[config.mk]
export PLATFORM = sky130hd
export DESIGN_NAME = switch_reader
export DESIGN_NICKNAME = d
export VERILOG_FILES = /design/src/rtl/switch_reader.sv
export SDC_FILE = /design/constraint.sdc
export NUM_CORES = 1
export LEC_CHECK = 0
export BUFFER_PORTS_ARGS = -buffer_cell sky130_fd_sc_hd__buf_2
export CAP_MARGIN = 20
export CORE_ASPECT_RATIO = 1.5
export CORE_UTILIZATION = 59
export CTS_CLUSTER_DIAMETER = 120
export DETAILED_ROUTE_END_ITERATION = 10
export MAX_ROUTING_LAYER = met4
export PLACE_DENSITY_LB_ADDON = 0.1
export SYNTH_ARGS = -nofsm -noshare
export SYNTH_HDL_FRONTEND = slang
export SYNTH_SLANG_ARGS = --single-unit
export TNS_END_PERCENT = 1
[constraint.sdc]
create_clock -name clk -period 5.43 [get_ports clk]
set_input_delay 0.543 -clock clk [delete_from_list [all_inputs] [get_ports clk]]
set_output_delay 0.543 -clock clk [all_outputs]
set_load 0.01 [all_outputs]
[src/rtl/switch_reader.sv]
// switch_reader: memory-mapped user switch input port.
// Synchronises and debounces WIDTH raw switches and latches per-bit change events
// in a W1C pending register. A level interrupt is raised for unmasked pending bits.
// Register map (word address): 0 STATE (RO), 1 PENDING (W1C), 2 MASK (RW), 3 RAW (RO).

// Per-switch debouncer: a change is accepted once the synchronised input has
// differed from the accepted state for STABLE_TICKS consecutive sample ticks.
module sw_debounce #(
  parameter int STABLE_TICKS = 4
) (
  input  logic clk,
  input  logic rst,
  input  logic tick,
  input  logic din,
  output logic state,
  output logic accept
);
  localparam int CW = (STABLE_TICKS > 1) ? $clog2(STABLE_TICKS) : 1;
  localparam logic [CW-1:0] LAST = CW'(STABLE_TICKS - 1);

  logic [CW-1:0] cnt;

  // One-cycle pulse in the cycle the new level is committed; drives pending set.
  assign accept = tick && (din != state) && (cnt == LAST);

  // Count consecutive differing ticks; any agreeing tick restarts the count.
  always_ff @(posedge clk or posedge rst) begin
    if (rst) begin
      cnt   <= '0;
      state <= 1'b0;
    end else if (tick) begin
      if (din == state) begin
        cnt <= '0;
      end else if (cnt == LAST) begin
        state <= din;
        cnt   <= '0;
      end else begin
        cnt <= cnt + 1'b1;
      end
    end
  end
endmodule

module switch_reader #(
  parameter int WIDTH        = 16,
  parameter int TICK_CYCLES  = 50000,
  parameter int STABLE_TICKS = 4
) (
  input  logic             clk,
  input  logic             rst,
  input  logic [WIDTH-1:0] user_sw,
  input  logic [1:0]       Addr,
  input  logic             Re,
  input  logic             We,
  input  logic [15:0]      Din,
  output logic [15:0]      Dout,
  output logic             Irq
);
  localparam int PW = (TICK_CYCLES > 1) ? $clog2(TICK_CYCLES) : 1;
  localparam logic [PW-1:0] PLAST = PW'(TICK_CYCLES - 1);

  logic [WIDTH-1:0] sync1, sync2;
  logic [WIDTH-1:0] state, set, pending, mask, clr;
  logic [PW-1:0]    pcnt;
  logic             tick;
  logic [15:0]      rdata;

  // Two-flop synchroniser; user_sw is fully asynchronous to clk.
  always_ff @(posedge clk or posedge rst) begin
    if (rst) begin
      sync1 <= '0;
      sync2 <= '0;
    end else begin
      sync1 <= user_sw;
      sync2 <= sync1;
    end
  end

  // Free-running sample prescaler; tick marks the last count of each interval.
  always_ff @(posedge clk or posedge rst) begin
    if (rst)              pcnt <= '0;
    else if (pcnt == PLAST) pcnt <= '0;
    else                  pcnt <= pcnt + 1'b1;
  end

  assign tick = (pcnt == PLAST);

  genvar i;
  generate
    for (i = 0; i < WIDTH; i++) begin : g_lane
      sw_debounce #(.STABLE_TICKS(STABLE_TICKS)) u_db (
        .clk    (clk),
        .rst    (rst),
        .tick   (tick),
        .din    (sync2[i]),
        .state  (state[i]),
        .accept (set[i])
      );
    end
  endgenerate

  assign clr = (We && Addr == 2'd1) ? Din[WIDTH-1:0] : '0;

  // Pending: a new change event beats a same-cycle W1C clear of that bit.
  always_ff @(posedge clk or posedge rst) begin
    if (rst) pending <= '0;
    else     pending <= (pending & ~clr) | set;
  end

  // Interrupt mask register.
  always_ff @(posedge clk or posedge rst) begin
    if (rst)                      mask <= '0;
    else if (We && Addr == 2'd2)  mask <= Din[WIDTH-1:0];
  end

  // Read mux over current (pre-write) register values, zero-extended.
  always_comb begin
    rdata = '0;
    case (Addr)
      2'd0:    rdata[WIDTH-1:0] = state;
      2'd1:    rdata[WIDTH-1:0] = pending;
      2'd2:    rdata[WIDTH-1:0] = mask;
      default: rdata[WIDTH-1:0] = sync2;
    endcase
  end

  // Registered read data (holds between reads) and registered level interrupt.
  always_ff @(posedge clk or posedge rst) begin
    if (rst) begin
      Dout <= '0;
      Irq  <= 1'b0;
    end else begin
      if (Re) Dout <= rdata;
      Irq <= |(pending & mask);
    end
  end
endmodule
==> run_results.csv, run 1 <==
group,metric,value,unit
routing,route.antenna.remaining_nets,0,
placement,dp_cells,660,
critical_path,crit-reg2reg-launch,"pcnt[4]",
critical_path,r2r_slack,2.69,ns
sta,setup_viol,0,
cells_and_area,n_antenna_cell,0,
global_route,grt_pass1_vias,4031,
hold_path,hold_path_end,"sync1[12]",
routing,avgRoutedWirePerCell,17.7,um
placement,place_congestion,0.787,
floorplan,coreArea,10200,sq um
clock_tree,cts_tree,"done",
global_route,grt_pass1_wl,19900,um
clock_tree,cts_buffer_depth,2,
clock_tree,ctsResizeCount,0,
floorplan,die_w,86.3,um
sta,tightest_slew,1.01,ns
pwr,power.total,2.53,mW
cells_and_area,seq_area,3630,sq um
placement,numPortBuffers,54,
routing,drt_iter0_drc,247,
critical_path,critPathLaunchType,"flip-flop",
cells_and_area,multi_input_area,2530,sq um
flow_run,drv_cap,0,
critical_path,r2r_cells,5,
cells_and_area,fill_cells,716,
cells_and_area,layoutNonFillerInstCount,692,
pwr,p_leak,3.66,nW
sta,whs,0.237,ns
cells_and_area,design_area,7270,sq um
clock_tree,numCtsBuffers,17,
floorplan,row_count,45,
synth,yosysTopAreaCellShare,0.577,
routing,drt_first_pass_iters,4,
global_route,grt_usage,0.249,
hold_path,hold_path_class,"in2reg",
routing,vias_per_cell,5.70,
pwr,ir_drop,217,uV
routing,drc,0,
critical_path,end_kind,"flip-flop",
cells_and_area,nNetsFinal,593,
hold_path,min_from,"user_sw[12]",
routing,vias,3944,
cells_and_area,final_common_cell,"dfrtp_1",
cells_and_area,final_cell_mix,"dfrtp_1 (145), nand2_1 (81), buf_2 (54), mux2_2 (36), nand3_1 (35)",
synth,async_flop_share,1.00,
clock_tree,htreeDepth,4,
clock_tree,cts-root-buf,"clkbuf_16",
synth,syn_avg_cell_area,13.0,sq um
sta,drv_slew,0,
critical_path,worstPathMaxFanout,40,
synth,syn_area,6290,sq um
critical_path,arrival,3.03,ns
sta,tns,0,ns
synth,synth.distinct_cells,39,
critical_path,crit_required,5.72,ns
run_status,status,"complete, no violations",
clock_tree,ctsHoldBuffers,0,
placement,placement.cell_area,6640,sq um
cells_and_area,drive_above_1_share,0.316,
pwr,switchingPower,0.534,mW
pwr,p_int,1.99,mW
synth,ys_seq_area_frac,0.577,
synth,synth_flop_cell,"dfrtp_1",
sta,setup_slack,2.69,ns
synth,synth.top_cells.by_area,"dfrtp_1 (58%), mux2_2 (6.4%), mux4_2 (5.7%)",
sta,finClkSkew,0.00549,ns
pwr,p_sw_frac,0.211,
sta,rsz0062_at_grt,"false",
placement,dp_hpwl,7820,um
clock_tree,cts_setup_buffers,0,
synth,yosysWarnings,0,
clock_tree,insertion_delay,0.41,ns
pwr,power.share.combinational,0.060,
pwr,p_seq_frac,0.463,
critical_path,r2r_end,"g_lane[5].u_db.state",
sta,period_share,0.504,
critical_path,critPathKind,"reg2reg",
sta,slew_headroom,0.327,
clock_tree,clkTransAtPathRegs,0.06,ns
sta,fin_crit,2.74,ns
floorplan,io_pins,55,
global_route,antenna_found_initial,0,
hold_path,hold_depth,1,
synth,synthCells,483,
clock_tree,numClockSinks,145,
pwr,pwr-share-clk,0.477,
floorplan,start_util,0.614,
cells_and_area,fin_util,0.709,
floorplan,die_h,128,um
sta,max_freq,365,MHz
synth,synth_enable_flop_cells,0,
placement,dp_slack,2.72,ns
pwr,power.density,348,nW/um^2
synth,ys_ff_latch,145,
floorplan,dieArea,11100,sq um
synth,synth_area_leader_cell,"dfrtp_1",
global_route,grt_remaining_overflow,0,
synth,mappedNetlistNets,538,
routing,routed_wl,12200,um
sta,hold_violations,0,
cells_and_area,syn2layout_area_growth,15.5,%
global_route,grt_max_degree,98,
worst max-delay path by stage:
stage | startpoint | end | slack (ns) | cells after the start
2_1_floorplan | rst | Dout[0] | 0.99 | 1
3_3_place_gp | pcnt[4] | g_lane[3].u_db.state | 2.76 | 5
3_5_place_dp | pcnt[4] | g_lane[7].u_db.state | 2.72 | 5
4_1_cts | pcnt[4] | g_lane[5].u_db.state | 2.70 | 5
5_1_grt | pcnt[4] | g_lane[5].u_db.state | 2.53 | 5
6_report | pcnt[4] | g_lane[5].u_db.state | 2.69 | 5
cells in the mapped netlist (all sizes together), types with 9 or more instances:
| cell | n |
|---|---|
| a21boi | 14 |
| a31o | 14 |
| buf | 11 |
| clkbuf | 10 |
| dfrtp | 145 |
| ha | 17 |
| mux2 | 49 |
| mux4 | 16 |
| nand2 | 84 |
| nand3 | 35 |
| nor2 | 22 |
| xnor2 | 9 |
| xor2 | 18 |
power groups by stage:
stage | combinational [mW] | clock, mW | sequential (mW)
after floorplan | 0.0926 | 0 | 1.19
after global placement | 0.151 | 0 | 1.19
after detailed placement | 0.154 | 0 | 1.19
after CTS | 0.155 | 1.23 | 1.17
after global routing | 0.167 | 1.27 | 1.18
final | 0.152 | 1.20 | 1.17
per-layer routing:
metal	routed length [um]	vias up	part of all wire	track usage
met3	429	22	0.035	0.0532
met2	6600	95	0.54	0.407
li1	-	1822	-	-
met1	5000	2005	0.41	0.299
met4	206	0	0.017	0.107
met5	0	-	0	-
flip-flops by register name (all words and copies together), names as in the netlist:
signal             flops
pending               16
sync2                 16
sync1                 16
g_lane.u_db.state     16
Dout                  16
pcnt                  16
mask                  16
Irq                    1
g_lane.u_db.cnt       32
cell type report:
| type | instances | share of cell area |
|---|---|---|
| Inverter | 1 | 0.00121 |
| Sequential cell | 145 | 0.499 |
| Multi-Input combinational cell | 316 | 0.349 |
| Tap cell | 141 | 0.0243 |
| Clock inverter | 9 | 0.0176 |
| Clock buffer | 23 | 0.0685 |
| Timing Repair Buffer | 57 | 0.0403 |
worst max-delay path, stage by stage (launching register included):
cell and delay [ns]:
dfrtp_1 0.43, or4b_1 0.55, and4b_2 0.68, buf_4 0.48, nand2_1 0.15, mux2_4 0.31
logic make-up after synthesis:
kind of cell / Yosys count / share of synthesized area
DFF: 145 / 0.577
muxes: 65 / 0.153
AOI/OAI and AO/OA: 41 / 0.0529
and+or+nand+nor: 166 / 0.126
buffers and inverters: 22 / 0.0207
adders and majority gates: 17 / 0.0338
xor gates and xnor gates: 27 / 0.0376
Power figures use the tool's default switching activity.
==> inputs of run 2 (changes only) <==
--- a/config.mk
+++ b/config.mk
@@ -5,10 +5,11 @@
 export SDC_FILE = /design/constraint.sdc
 export NUM_CORES = 1
 export LEC_CHECK = 0
+export ABC_AREA = 1
 export BUFFER_PORTS_ARGS = -buffer_cell sky130_fd_sc_hd__buf_2
 export CAP_MARGIN = 20
 export CORE_ASPECT_RATIO = 1.5
-export CORE_UTILIZATION = 59
+export CORE_UTILIZATION = 54
 export CTS_CLUSTER_DIAMETER = 120
 export DETAILED_ROUTE_END_ITERATION = 10
 export MAX_ROUTING_LAYER = met4
==> constraint.sdc (replaced) <==
create_clock -name clk -period 2.3 [get_ports clk]
set_input_delay 0.23 -clock clk [delete_from_list [all_inputs] [get_ports clk]]
set_output_delay 0.23 -clock clk [all_outputs]
set_load 0.01 [all_outputs]
==> run_results.csv, run 2 <==
group,metric,value,unit
synth,ys_ff_latch,145,
cells_and_area,layoutNonFillerInstCount,968,
hold_path,min_from,"Din[6]",
cells_and_area,final_common_cell,"nand2_1",
cells_and_area,n_antenna_cell,0,
routing,vias,5144,
sta,whs,0.0815,ns
sta,period_share,0.781,
cells_and_area,drive_above_1_share,0.134,
pwr,p_leak,4.09,nW
routing,drt_first_pass_iters,10,
routing,routed_wl,14000,um
routing,drt_iter0_drc,433,
flow_run,drv_cap,0,
global_route,antenna_found_initial,0,
synth,async_flop_share,1.00,
clock_tree,cts_buffer_depth,2,
clock_tree,cts-root-buf,"clkbuf_16",
sta,drv_slew,0,
floorplan,die_w,91.1,um
critical_path,critPathLaunchType,"flip-flop",
critical_path,cpPeakStageDelay,0.38,ns
critical_path,r2r_slack,0.50,ns
critical_path,path_cells,"ha_1, nand2_1, nor2_1, nand3_2, nor2_4, buf_12, nand3_1, nand2_1",
placement,place_congestion,0.866,
critical_path,r2r_end,"g_lane[12].u_db.cnt[0]",
global_route,grt_max_degree,95,
synth,synth_area_leader_cell,"dfrtp_1",
floorplan,die_h,136,um
pwr,ir_drop,677,uV
floorplan,dieArea,12400,sq um
synth,synth_flop_cell,"dfrtp_1",
pwr,power.density,790,nW/um^2
cells_and_area,largest_register_ffs,32,
critical_path,crit-reg2reg-launch,"pcnt[0]",
floorplan,coreArea,11500,sq um
sta,rsz0062_at_grt,"false",
synth,yosysWarnings,0,
critical_path,critPathBufInv,1,
critical_path,critPathKind,"reg2reg",
sta,tns,0,ns
global_route,grt_remaining_overflow,0,
floorplan,row_count,48,
global_route,grt_pass1_vias,5159,
routing,drc,0,
global_route,grt_usage,0.262,
critical_path,worstPathMaxFanout,36,
synth,mappedNetlistNets,782,
sta,fin_crit,1.80,ns
clock_tree,cts_tree,"done",
floorplan,start_util,0.558,
cells_and_area,syn2layout_area_growth,19.3,%
clock_tree,numClockSinks,145,
run_status,status,"complete, no violations",
placement,dp_cells,920,
sta,slew_headroom,0.664,
critical_path,arrival,2.15,ns
hold_path,hold_depth,3,
cells_and_area,regMostFlops,"g_lane.u_db.cnt",
synth,synth.distinct_cells,25,
floorplan,io_pins,55,
cells_and_area,multi_input_area,2500,sq um
critical_path,r2r_cells,8,
cells_and_area,seq_area,3630,sq um
placement,numPortBuffers,54,
clock_tree,numCtsBuffers,17,
clock_tree,insertion_delay,0.42,ns
clock_tree,ctsResizeCount,0,
hold_path,hold_path_end,"mask[6]",
clock_tree,clkTransAtPathRegs,0.06,ns
routing,route.antenna.remaining_nets,0,
synth,ys_seq_area_frac,0.564,
critical_path,path_common_cell,"nand2_1",
critical_path,crit_path_top_delay_cell,"nor2_4",
synth,syn_area,6430,sq um
hold_path,hold_path_class,"in2reg",
routing,avgRoutedWirePerCell,14.5,um
sta,setup_viol,0,
synth,yosysTopAreaCellShare,0.564,
synth,synthCells,727,
cells_and_area,fill_cells,953,
cells_and_area,final_cell_mix,"nand2_1 (283), dfrtp_1 (145), buf_2 (54), nor2_1 (49), nand4_1 (48)",
synth,synth.top_cells.by_area,"dfrtp_1 (56%), nand2_1 (17%), nand4_1 (4.7%)",
synth,syn_avg_cell_area,8.84,sq um
synth,synth_common_cells,"nand2_1 (283), dfrtp_1 (145), nor2_1 (49)",
synth,synth_most_common_cell,"nand2_1",
synth,synth_enable_flop_cells,0,
sta,max_freq,556,MHz
placement,dp_hpwl,9690,um
critical_path,worst_path_dominant_cell_family,"simple AND/OR/NAND/NOR gates",
cells_and_area,nNetsFinal,861,
sta,hold_violations,0,
critical_path,crit_required,2.65,ns
pwr,power.total,6.06,mW
global_route,grt_pass1_wl,24600,um
routing,vias_per_cell,5.31,
critical_path,end_kind,"flip-flop",
clock_tree,htreeDepth,4,
sta,tightest_slew,0.503,ns
sta,finClkSkew,0.00944,ns
run 2: cell families after synthesis:
group | count (synthesis) | share of synthesized area
AND/OR/NAND/NOR | 433 | 0.290
flip-flops | 145 | 0.564
buffers and inverters | 65 | 0.0461
AO/OA/AOI/OAI | 44 | 0.0352
XOR/XNOR | 23 | 0.0313
adder cells (fa/ha/maj) | 17 | 0.0331
run 2: routing by layer:
layer / up-vias / part of all wire / track usage
met5: - / 0 / -
met4: 0 / 0.033 / 0.122
met3: 26 / 0.047 / 0.0516
met2: 171 / 0.49 / 0.421
met1: 2435 / 0.43 / 0.321
li1: 2512 / - / -
run 2: area by class of cell:
type / count / area share
sequential: 145 / 0.473
multi-input combinational: 517 / 0.327
clock inverter: 12 / 0.0240
inverter: 44 / 0.0220
clock buffer: 19 / 0.0577
tap: 150 / 0.0245
timing repair buffer: 81 / 0.0721
run 2: worst max path at each step:
| stage | cells past startpoint | to | start | slack, ns |
|---|---|---|---|---|
| 6_report | 8 | g_lane[12].u_db.cnt[0] | pcnt[0] | 0.50 |
| 5_1_grt | 8 | g_lane[14].u_db.state | pcnt[0] | 0.33 |
| 3_5_place_dp | 8 | g_lane[7].u_db.state | pcnt[0] | 0.52 |
| 2_1_floorplan | 1 | Dout[0] | rst | 0.25 |
| 3_3_place_gp | 8 | g_lane[7].u_db.cnt[0] | pcnt[0] | 0.55 |
| 4_1_cts | 8 | g_lane[7].u_db.state | pcnt[0] | 0.49 |
run 2: per-stage QoR:
step / cell area [sq um] / util / setup slack, ns
CTS: 7670 / 0.665 / 0.495
floorplan: 6430 / - / 0.251
global placement: 6870 / 0.596 / 0.554
finish: 7670 / 0.665 / 0.503
global route: 7670 / 0.665 / 0.333
detailed placement: 6870 / 0.596 / 0.517
run 2: worst reg2reg max path, stage by stage, from the launching register on:
cell	delay [ns]
dfrtp_1	0.37
ha_1	0.21
nand2_1	0.08
nor2_1	0.12
nand3_2	0.11
nor2_4	0.38
buf_12	0.26
nand3_1	0.12
nand2_1	0.09
run 2: report_power, final:
group / switching [mW] / total [mW] / internal [mW]
registers: 0.0901 / 2.77 / 2.68
logic: 0.232 / 0.384 / 0.152
clock network: 1.05 / 2.90 / 1.84
run 2: timing repair:
item                                   CTS  global route
setup buffers                            0             0
endpoints found under the hold margin   67             0
hold buffers                            17             0
==> inputs of run 3 (changes only) <==
==> constraint.sdc (replaced) <==
create_clock -name clk -period 1.4 [get_ports clk]
set_input_delay 0.14 -clock clk [delete_from_list [all_inputs] [get_ports clk]]
set_output_delay 0.14 -clock clk [all_outputs]
set_load 0.01 [all_outputs]
==> run_results.csv, run 3 (synthesis gave the netlist of run 2 again) <==
group,metric,value,unit
sta,slew_headroom,0.623,
pwr,p_seq_frac,0.449,
pwr,p_sw_frac,0.223,
placement,place_congestion,0.926,
routing,route.antenna.remaining_nets,0,
pwr,p_int,7.89,mW
clock_tree,htreeDepth,4,
routing,routed_wl,15400,um
cells_and_area,layoutNonFillerInstCount,1003,
sta,drv_slew,0,
cells_and_area,design_area,8160,sq um
pwr,power.share.combinational,0.065,
routing,drc,0,
cells_and_area,largest_register_ffs,32,
critical_path,critPathKind,"reg2reg",
pwr,pwr-share-clk,0.486,
clock_tree,numClockSinks,145,
cells_and_area,n_antenna_cell,0,
hold_path,hold_depth,3,
critical_path,r2r_end,"g_lane[1].u_db.cnt[0]",
sta,period_share,1.08,
flow_run,drv_cap,0,
floorplan,row_count,48,
floorplan,start_util,0.558,
run_status,status,"finished with violations",
sta,hold_violations,0,
sta,setup_viol,54,
critical_path,worstPathMaxFanout,7,
clock_tree,insertion_delay,0.41,ns
pwr,power.density,1250,nW/um^2
pwr,p_leak,4.33,nW
sta,tightest_slew,0.565,ns
routing,avgRoutedWirePerCell,15.4,um
clock_tree,cts-root-buf,"clkbuf_16",
clock_tree,clkTransAtPathRegs,0.06,ns
sta,rsz0062_at_grt,"true",
routing,vias,5389,
sta,setup_slack,-0.116,ns
pwr,power.total,10.2,mW
global_route,grt_usage,0.268,
critical_path,end_kind,"flip-flop",
placement,dp_hpwl,10300,um
pwr,ir_drop,838,uV
clock_tree,numCtsBuffers,17,
global_route,grt_remaining_overflow,0,
hold_path,min_from,"Din[9]",
critical_path,critPathLaunchType,"flip-flop",
cells_and_area,regMostFlops,"g_lane.u_db.cnt",
floorplan,coreArea,11500,sq um
sta,max_freq,660,MHz
sta,tns,-3.04,ns
cells_and_area,nNetsFinal,895,
critical_path,arrival,1.86,ns
placement,numPortBuffers,54,
pwr,switchingPower,2.27,mW
critical_path,r2r_cells,9,
cells_and_area,final_cell_mix,"nand2_1 (278), dfrtp_1 (145), buf_2 (54), nand4_1 (48), nor2_1 (43)",
hold_path,hold_path_end,"mask[9]",
placement,dp_slack,-0.167,ns
floorplan,io_pins,55,
global_route,antenna_found_initial,0,
routing,vias_per_cell,5.37,
global_route,grt_pass1_wl,24800,um
cells_and_area,drive_above_1_share,0.182,
critical_path,r2r_slack,-0.12,ns
critical_path,crit_required,1.75,ns
routing,drt_iter0_drc,354,
floorplan,die_w,91.1,um
placement,placement.cell_area,7030,sq um
sta,fin_crit,1.52,ns
run_status,violations,"negative setup slack",
floorplan,die_h,136,um
global_route,grt_pass1_vias,5177,
cells_and_area,final_common_cell,"nand2_1",
sta,finClkSkew,0.00684,ns
global_route,grt_max_degree,68,
routing,drt_first_pass_iters,5,
hold_path,hold_path_class,"in2reg",
floorplan,dieArea,12400,sq um
placement,dp_cells,938,
critical_path,crit-reg2reg-launch,"pcnt[1]",
cells_and_area,syn2layout_area_growth,26.8,%
clock_tree,cts_tree,"done",
clock_tree,cts_buffer_depth,2,
-- run 3: changes by cell type in the layout (fill, tap and decap cells not counted), sizes merged --
| cell | change |
|---|---|
| clkinv | -1 |
| clkbuf | +3 |
| buf | +24 |
| bufinv | +1 |
| dlygate4sd3 | +7 |
| clkinvlp | +1 |
-- run 3: power by group through the flow --
stage | Combinational [mW] | Sequential [mW] | Clock (mW)
CTS | 0.667 | 4.55 | 5.02
finish | 0.659 | 4.56 | 4.94
floorplan | 0.329 | 4.63 | 0
detailed placement | 0.611 | 4.63 | 0
global route | 0.748 | 4.58 | 5.17
global placement | 0.593 | 4.62 | 0
-- run 3: worst max path at each step --
| stage | from | slack, ns | endpoint |
|---|---|---|---|
| after global routing | pcnt[10] | -0.19 | g_lane[1].u_db.cnt[0] |
| after detailed placement | pcnt[0] | -0.17 | g_lane[5].u_db.cnt[0] |
| after global placement | pcnt[0] | -0.09 | pcnt[10] |
| after floorplan | rst | -0.56 | Dout[0] |
| final | pcnt[1] | -0.12 | g_lane[1].u_db.cnt[0] |
| after CTS | pcnt[0] | -0.14 | g_lane[14].u_db.cnt[0] |
-- run 3: timing repair --
item,CTS,global route
gates cloned,1,3
hold endpoints to repair,168,0
endpoints found under the setup margin,57,75
hold buffers,24,0
pin swaps,2,8
resized for setup,9,18
buffers inserted,1,5
-- run 3: critical path, stage by stage (launching register included) --
cell and delay, ns:
dfrtp_1 0.40, ha_4 0.18, nand2_4 0.06, nor2_4 0.09, nand3_2 0.10, nor2_4 0.13, buf_6 0.15, clkbuf_16 0.15
nand3_1 0.09, nand2_1 0.09
-- run 3: metal layers --
layer / GRT usage / share of wire / wire (um)
met1: 0.313 / 0.41 / 6260
met2: 0.444 / 0.51 / 7890
met3: 0.0561 / 0.052 / 803
met4: 0.125 / 0.030 / 465
met5: - / 0 / 0
-- run 3: cell type report --
| cell class | count | area, sq um |
|---|---|---|
| Clock buffer | 19 | 443 |
| Clock inverter | 13 | 209 |
| Sequential cell | 145 | 3630 |
| Inverter | 44 | 169 |
| Fill cell | 897 | 3380 |
| Multi-Input combinational cell | 517 | 2590 |
| Tap cell | 150 | 188 |
| Timing Repair Buffer | 115 | 927 |
-- run 3: stage by stage --
| step | utilization | hold WS [ns] |
|---|---|---|
| finish | 0.707 | 0.0127 |
| global route | 0.707 | 0.0256 |
| CTS | 0.694 | 0.00235 |
| detailed placement | 0.610 | 0.249 |
| global placement | 0.610 | 0.247 |
| floorplan | - | 0.171 |
